==> src/rtl/if_stage_reg.sv <==
// Fetch stage: PC register, instruction-memory request and IF/ID pipeline register.
// Handles redirects from the next-PC mux, hazard stalls and memory wait states.
// Also keeps sticky misalignment status and debug counters for fetches and flushes.
//
// state | meaning
// ------+-----------------------------------------------------------------
// BOOT  | first cycle out of reset, no request, IF/ID holds a bubble
// FETCH | request pc_if from instruction memory each cycle
// HOLD  | hazard stall, request dropped, pc_if and IF/ID frozen
module if_stage_reg #(
  parameter logic [31:0] PC_RESET = 32'h0000_0000,
  parameter logic [31:0] NOP_INST = 32'h0000_0013
) (
  input  logic        clk,
  input  logic        rst,
  input  logic [31:0] npc,
  input  logic        flush,
  input  logic        stall,
  input  logic        imem_ready,
  input  logic [31:0] imem_rdata,
  output logic        imem_req,
  output logic [31:0] imem_addr,
  output logic [31:0] pc_if,
  output logic [31:0] pc_add4_if,
  output logic [31:0] pc_id,
  output logic [31:0] pc_add4_id,
  output logic [31:0] inst_id,
  output logic        valid_id,
  output logic        misalign,
  output logic [31:0] fetch_cnt,
  output logic [31:0] flush_cnt
);

  typedef enum logic [1:0] {
    BOOT  = 2'd0,
    FETCH = 2'd1,
    HOLD  = 2'd2
  } state_t;

  state_t state;

  // Sequential target fed back to the next-PC mux; the fetch address is the PC itself.
  assign pc_add4_if = pc_if + 32'd4;
  assign imem_addr  = pc_if;

  // Fetch sequencing, PC update, IF/ID register and debug counters.
  always_ff @(posedge clk) begin
    if (rst) begin
      state      <= BOOT;
      imem_req   <= 1'b0;
      pc_if      <= PC_RESET;
      pc_id      <= 32'd0;
      pc_add4_id <= 32'd0;
      inst_id    <= NOP_INST;
      valid_id   <= 1'b0;
      misalign   <= 1'b0;
      fetch_cnt  <= 32'd0;
      flush_cnt  <= 32'd0;
    end else begin
      case (state)
        BOOT: begin
          pc_id      <= 32'd0;
          pc_add4_id <= 32'd0;
          inst_id    <= NOP_INST;
          valid_id   <= 1'b0;
          state      <= FETCH;
          imem_req   <= 1'b1;
        end

        FETCH: begin
          if (flush) begin
            // Redirect wins over stall and any data returned this cycle.
            pc_if      <= npc;
            misalign   <= misalign | (npc[1:0] != 2'b00);
            pc_id      <= 32'd0;
            pc_add4_id <= 32'd0;
            inst_id    <= NOP_INST;
            valid_id   <= 1'b0;
            flush_cnt  <= flush_cnt + 32'd1;
          end else if (stall) begin
            // Returned data is dropped; the same PC is re-requested after the stall.
            state    <= HOLD;
            imem_req <= 1'b0;
          end else if (imem_ready) begin
            pc_id      <= pc_if;
            pc_add4_id <= pc_add4_if;
            inst_id    <= imem_rdata;
            valid_id   <= 1'b1;
            pc_if      <= npc;
            misalign   <= misalign | (npc[1:0] != 2'b00);
            fetch_cnt  <= fetch_cnt + 32'd1;
          end else begin
            // Wait state: keep the address stable and feed decode a bubble.
            pc_id      <= 32'd0;
            pc_add4_id <= 32'd0;
            inst_id    <= NOP_INST;
            valid_id   <= 1'b0;
          end
        end

        HOLD: begin
          if (flush) begin
            pc_if      <= npc;
            misalign   <= misalign | (npc[1:0] != 2'b00);
            pc_id      <= 32'd0;
            pc_add4_id <= 32'd0;
            inst_id    <= NOP_INST;
            valid_id   <= 1'b0;
            flush_cnt  <= flush_cnt + 32'd1;
            state      <= FETCH;
            imem_req   <= 1'b1;
          end else if (!stall) begin
            state    <= FETCH;
            imem_req <= 1'b1;
          end
        end

        default: begin
          state    <= BOOT;
          imem_req <= 1'b0;
        end
      endcase
    end
  end

endmodule

==> config.mk <==
export PLATFORM = sky130hd
export DESIGN_NAME = if_stage_reg
export DESIGN_NICKNAME = d
export VERILOG_FILES = /design/src/rtl/if_stage_reg.sv
export SDC_FILE = /design/constraint.sdc
export NUM_CORES = 1
export LEC_CHECK = 0
export ABC_CLOCK_PERIOD_IN_PS = 3100
export CAP_MARGIN = 20
export CORE_MARGIN = 2
export CORE_UTILIZATION = 43
export CTS_CLUSTER_DIAMETER = 30
export DETAILED_ROUTE_END_ITERATION = 12
export PLACE_DENSITY_LB_ADDON = 0.05
export SYNTH_ARGS = -nofsm -noshare
export SYNTH_HDL_FRONTEND = slang
export SYNTH_SLANG_ARGS = --single-unit
==> constraint.sdc <==
create_clock -name clk -period 3.1 [get_ports clk]
set_input_delay 0.775 -clock clk [delete_from_list [all_inputs] [get_ports clk]]
set_output_delay 0.775 -clock clk [all_outputs]
set_load 0.005 [all_outputs]
# Word level (Yosys, flattened, before mapping)
# Index checks and enable logic that the tools add are counted.
# word_totals
reg_bits	197
elab_cells	73
# op_classes
n_addsub	3
eq_ne	8
muxes	39
bitwise	3
reduce_logical	10
# ops
op	n
32-bit 2-to-1 mux	15
32-bit case mux with 3 select lines	3
32-bit by 1-bit adder with 32-bit output, second input constant	2
32-bit case mux with 2 select lines	1
32-bit by 3-bit adder with 32-bit output, second input constant	1
1-bit 2-to-1 mux	12
3-bit != test, second input constant	3
2-bit 2-to-1 mux	4
4-bit AND reduction	2
2-bit != test, second input constant	3
1-bit case mux with 3 select lines	2
2-bit case mux with 3 select lines	1
3-bit AND reduction	2
2-bit nonzero test	2
3-bit nonzero test	1
2-bit by 1-bit == test with 1-bit output, second input constant	1
2-bit == test, second input constant	1
2-bit zero test	1
1-bit inverter	2
1-bit case mux with 2 select lines	1
2-bit AND reduction	1
2-bit OR reduction	1
1-bit OR	1

# Longest topological paths before layout
# logic_depth
ltp_word	6
depth_mapped	10

# Least setup slack after synthesis
# OpenSTA, ideal clock, no wires.
# synth_timing
kind	register to output
startpoint	register pc_if[9], in the netlist imem_addr[9]
endpoint	output pc_add4_if[30]
t_arrival_ns	1.772
slack_ns	0.553
path_stages_with_launch	7
cell_sequence	dfxtp_1 -> clkbuf_1 -> nand4_1 -> nor4_2 -> buf_2 -> nand3_1 -> xnor2_1
# synth_between
elab_chain_cells	1
# synth_rtl
item	line	rtl
start, declared	23	output logic [31:0] pc_if,
start signal, assigned	73	pc_if <= npc;
start signal, assigned	89	pc_if <= npc;
start signal, assigned	103	pc_if <= npc;
32-bit by 3-bit adder with 32-bit output	43	assign pc_add4_if = pc_if + 32'd4;
end, declared	24	output logic [31:0] pc_add4_if,
# No other way between the ends.

# Worst setup path after layout
# layout_timing
startpoint	register pc_if[2], in the netlist imem_addr[2]
endpoint	output pc_add4_if[13]
# Same word-level chain as after synthesis.

==> run_results.csv <==
group,metric,value,unit
run_status,status,"finished, final reports clean",
finish,syn2layout_area_growth,52.99,%
placed_design,place_inst,1443,
pwr,power_leakage,4.503,nW
hold_path,hp-start,"misalign",
floorplanning,ioPinCount,328,
setup_path,reg2regPathDepth,6,
timing,maxSlewViolCount,0,
logic_synthesis,synth_area_leaders,"dfxtp_1 (48%), xnor2_1 (7.0%), nor2_1 (6.7%)",
logic_synthesis,yosys_warnings,0,
setup_path,timing.rr.end,"fetch_cnt[30]",
job,max_cap_viol_count,0,
timing,finalHoldViolations,0,
setup_path,worstPathArrival,2.26,ns
setup_path,slowest_delay,0.55,ns
logic_synthesis,synth_cell_types,38,
finish,drive_gt1_frac,0.1021,
setup_path,rrSetupSlack,0.62,ns
placed_design,gp_congestion,0.7880,
detailed_routing,drtPass1Iterations,5,
logic_synthesis,yosysMostFrequentCell,"dfxtp_1",
logic_synthesis,synth_commonest_cells,"dfxtp_1 (194), nor2_1 (144), nand2_1 (99)",
clocking,cts_buffer_depth,2,
logic_synthesis,syn-num-nets,1009,
setup_path,crit_type,"reg -> out",
timing,finClkSkew,0.01353,ns
logic_synthesis,syn_avg_cell_area,8.678,um2
logic_synthesis,yosys.area.top_type,"dfxtp_1",
timing,period_needed,3.035,ns
logic_synthesis,async_flop_share,0,
clocking,cts_tree,"yes",
floorplanning,coreArea,0.01858,mm2
clocking,htreeDepth,4,
timing,max-slew-margin-rel,0.2898,
finish,final_util,0.6667,
floorplanning,num_rows,50,
timing,fin_crit_sh,0.9791,
timing,worst_slew_pin_slew,1.065,ns
finish,final_nets,1317,
grt,grt_overflow,0,
finish,fin_cells,1489,
setup_path,crit_path_end_kind,"primary output",
placed_design,pre_cts_ws,0.1274,ns
hold_path,holdPathStages,2,
logic_synthesis,synth-main-ff-cell,"dfxtp_1",
floorplanning,die-area,0.01994,mm2
clocking,numCtsBuffers,17,
grt,grt_pass1_vias,7080,
setup_path,worstPathCellList,"buf_4 -> and4_4 -> nand2b_2 -> nor2_2 -> xor2_1 -> clkdlybuf4s50_1",
grt,grt_pass1_wl,38920,um
clocking,cts.clk_slew.worst_paths,0.07,ns
setup_path,critical_path_buf_inv_count,2,
setup_path,crit_fanout,8,
setup_path,cp-start-kind,"flop",
logic_synthesis,ys_ff_latch,194,
detailed_routing,wl_per_cell,17.34,um
grt,grt_usage,0.2454,
setup_path,cp_slowest_cell,"clkdlybuf4s50_1",
placed_design,place_hpwl,17690,um
finish,nFillCells,1634,
grt,grt_max_degree,97,
pwr,irDropWorstVdd,0.3836,mV
logic_synthesis,syn_inst,933,
pwr,powerDensity,445.0,mW/mm2
hold_path,min_path_type,"reg -> reg",
timing,setup_ws,0.06489,ns
placed_design,portBuffers,327,
clocking,clock_latency,0.43,ns
setup_path,r2r-start,"state[0]",
floorplanning,initial_utilization,0.4358,
detailed_routing,routed_wl,25820,um
detailed_routing,vias_per_cell,5.205,
detailed_routing,drtAntennaViolNets,0,
logic_synthesis,syn-cell-area,0.008097,mm2
floorplanning,die_w,141.2,um
detailed_routing,vias,7750,
setup_path,cpLargestDelayFamily,"buffers and inverters",
logic_synthesis,synth_edf_count,0,
clocking,cts.sinks,194,
timing,max_freq,329.5,MHz
grt,antenna_found_initial,1,
hold_path,worstHoldEndpoint,"misalign",
clocking,root_buffer,"clkbuf_16",
timing,setup_viol,0,
detailed_routing,drtIter0Drc,359,
logic_synthesis,seq_area_frac_synth,0.4797,
logic_synthesis,synth.top_cell.area_share,0.4797,
floorplanning,die-height,141.2,um
detailed_routing,drc,0,
setup_path,required,2.32,ns
[routing by layer]
metal / GRT usage / wire length (um) / vias up
met5: 0 / 0 / -
met4: 0.07158 / 442 / 0
met3: 0.06012 / 1597 / 32
met2: 0.4203 / 12740 / 242
met1: 0.3070 / 11050 / 3670
li1: - / - / 3806
[cell families after synthesis]
| kind of cell | Yosys count | share of synthesized area |
|---|---|---|
| buf+inv | 114 | 0.07000 |
| fa+ha+maj | 7 | 0.01082 |
| flops | 194 | 0.4797 |
| xor+xnor | 84 | 0.09087 |
| compound gates | 150 | 0.1256 |
| simple gates | 384 | 0.2230 |
[where the power goes]
group          leakage [nW]  internal, mW  switching, mW
combinational          2.65         0.392          0.354
clock                 0.281          1.17           1.01
sequential             1.57          2.54         0.0465
[metrics by stage]
stage / instance area (um2) / TNS (ns) / hold slack, ns / power (mW)
after floorplan: 8097 / 0 / 0.4421 / 2.957
after global placement: 11560 / 0 / 0.4386 / 3.382
after detailed placement: 11560 / 0 / 0.4434 / 3.388
after CTS: 12270 / -0.01215 / 0.4607 / 5.550
after global routing: 12380 / -0.07947 / 0.4788 / 5.714
final: 12390 / 0 / 0.4520 / 5.512
[layout make-up]
type	count	area, um2	share of cell area
diodes	1	2.502	0.0002020
clock buffers	20	456.7	0.03687
clock inverters	12	125.1	0.01010
inverters	15	56.30	0.004545
multi-input cells	625	3815	0.3080
flip-flops and latches	194	3887	0.3138
well taps	234	292.8	0.02364
repair buffers	388	3751	0.3028
[worst reg2reg max path, cell delays in order, from the launching register on]
cell	delay (ns)
dfxtp_1	0.42
ha_1	0.38
nor4bb_1	0.52
nand3_1	0.42
nor4_1	0.38
xnor2_1	0.16
nor2_1	0.06
[repair_timing]
action,in CTS,in global routing
pin swaps,8,8
resized for setup,33,17
cloned,1,0
hold buffers,0,0
setup endpoints to repair,21,13
buffers inserted,2,10
[registers in the layout (all words and copies together) (netlist names)]
register    cells
fetch_cnt      32
flush_cnt      32
imem_addr      32
inst_id        32
pc_id          32
pc_add4_id     30
state           2
misalign        1
valid_id        1
[cells in the final DEF, fill, tap and decap left out, types with 5 or more instances in the layout]
cell type        instances
clkinv_4                 5
or3_1                    9
dlygate4sd2_1           10
xnor2_2                 10
a22o_1                  22
nor4_1                  23
and3_1                   6
buf_4                   60
xnor2_1                 55
clkdlybuf4s50_1        309
inv_1                   15
ha_1                     6
dfxtp_1                191
clkbuf_16               17
nand2_1                 98
nand3_1                 30
xor2_1                  19
nand4_1                 25
a22oi_1                 69
o21ai_0                  8
a21oi_1                 45
dlymetal6s2s_1           6
and4_1                   9
nor2_1                 139
nor3_1                  11
[how the worst max path moves through the flow]
stage,end,slack [ns],depth (start not counted),from
after floorplan,pc_add4_if[30],0.55,6,imem_addr[9]
after global placement,fetch_cnt[26],0.25,6,flush
after detailed placement,fetch_cnt[26],0.13,6,flush
after CTS,pc_add4_if[19],-0.007,6,imem_addr[6]
after global routing,pc_add4_if[30],-0.03,8,imem_addr[8]
final,pc_add4_if[13],0.06,6,imem_addr[2]
Note: power is estimated with default switching activity, not from simulation.
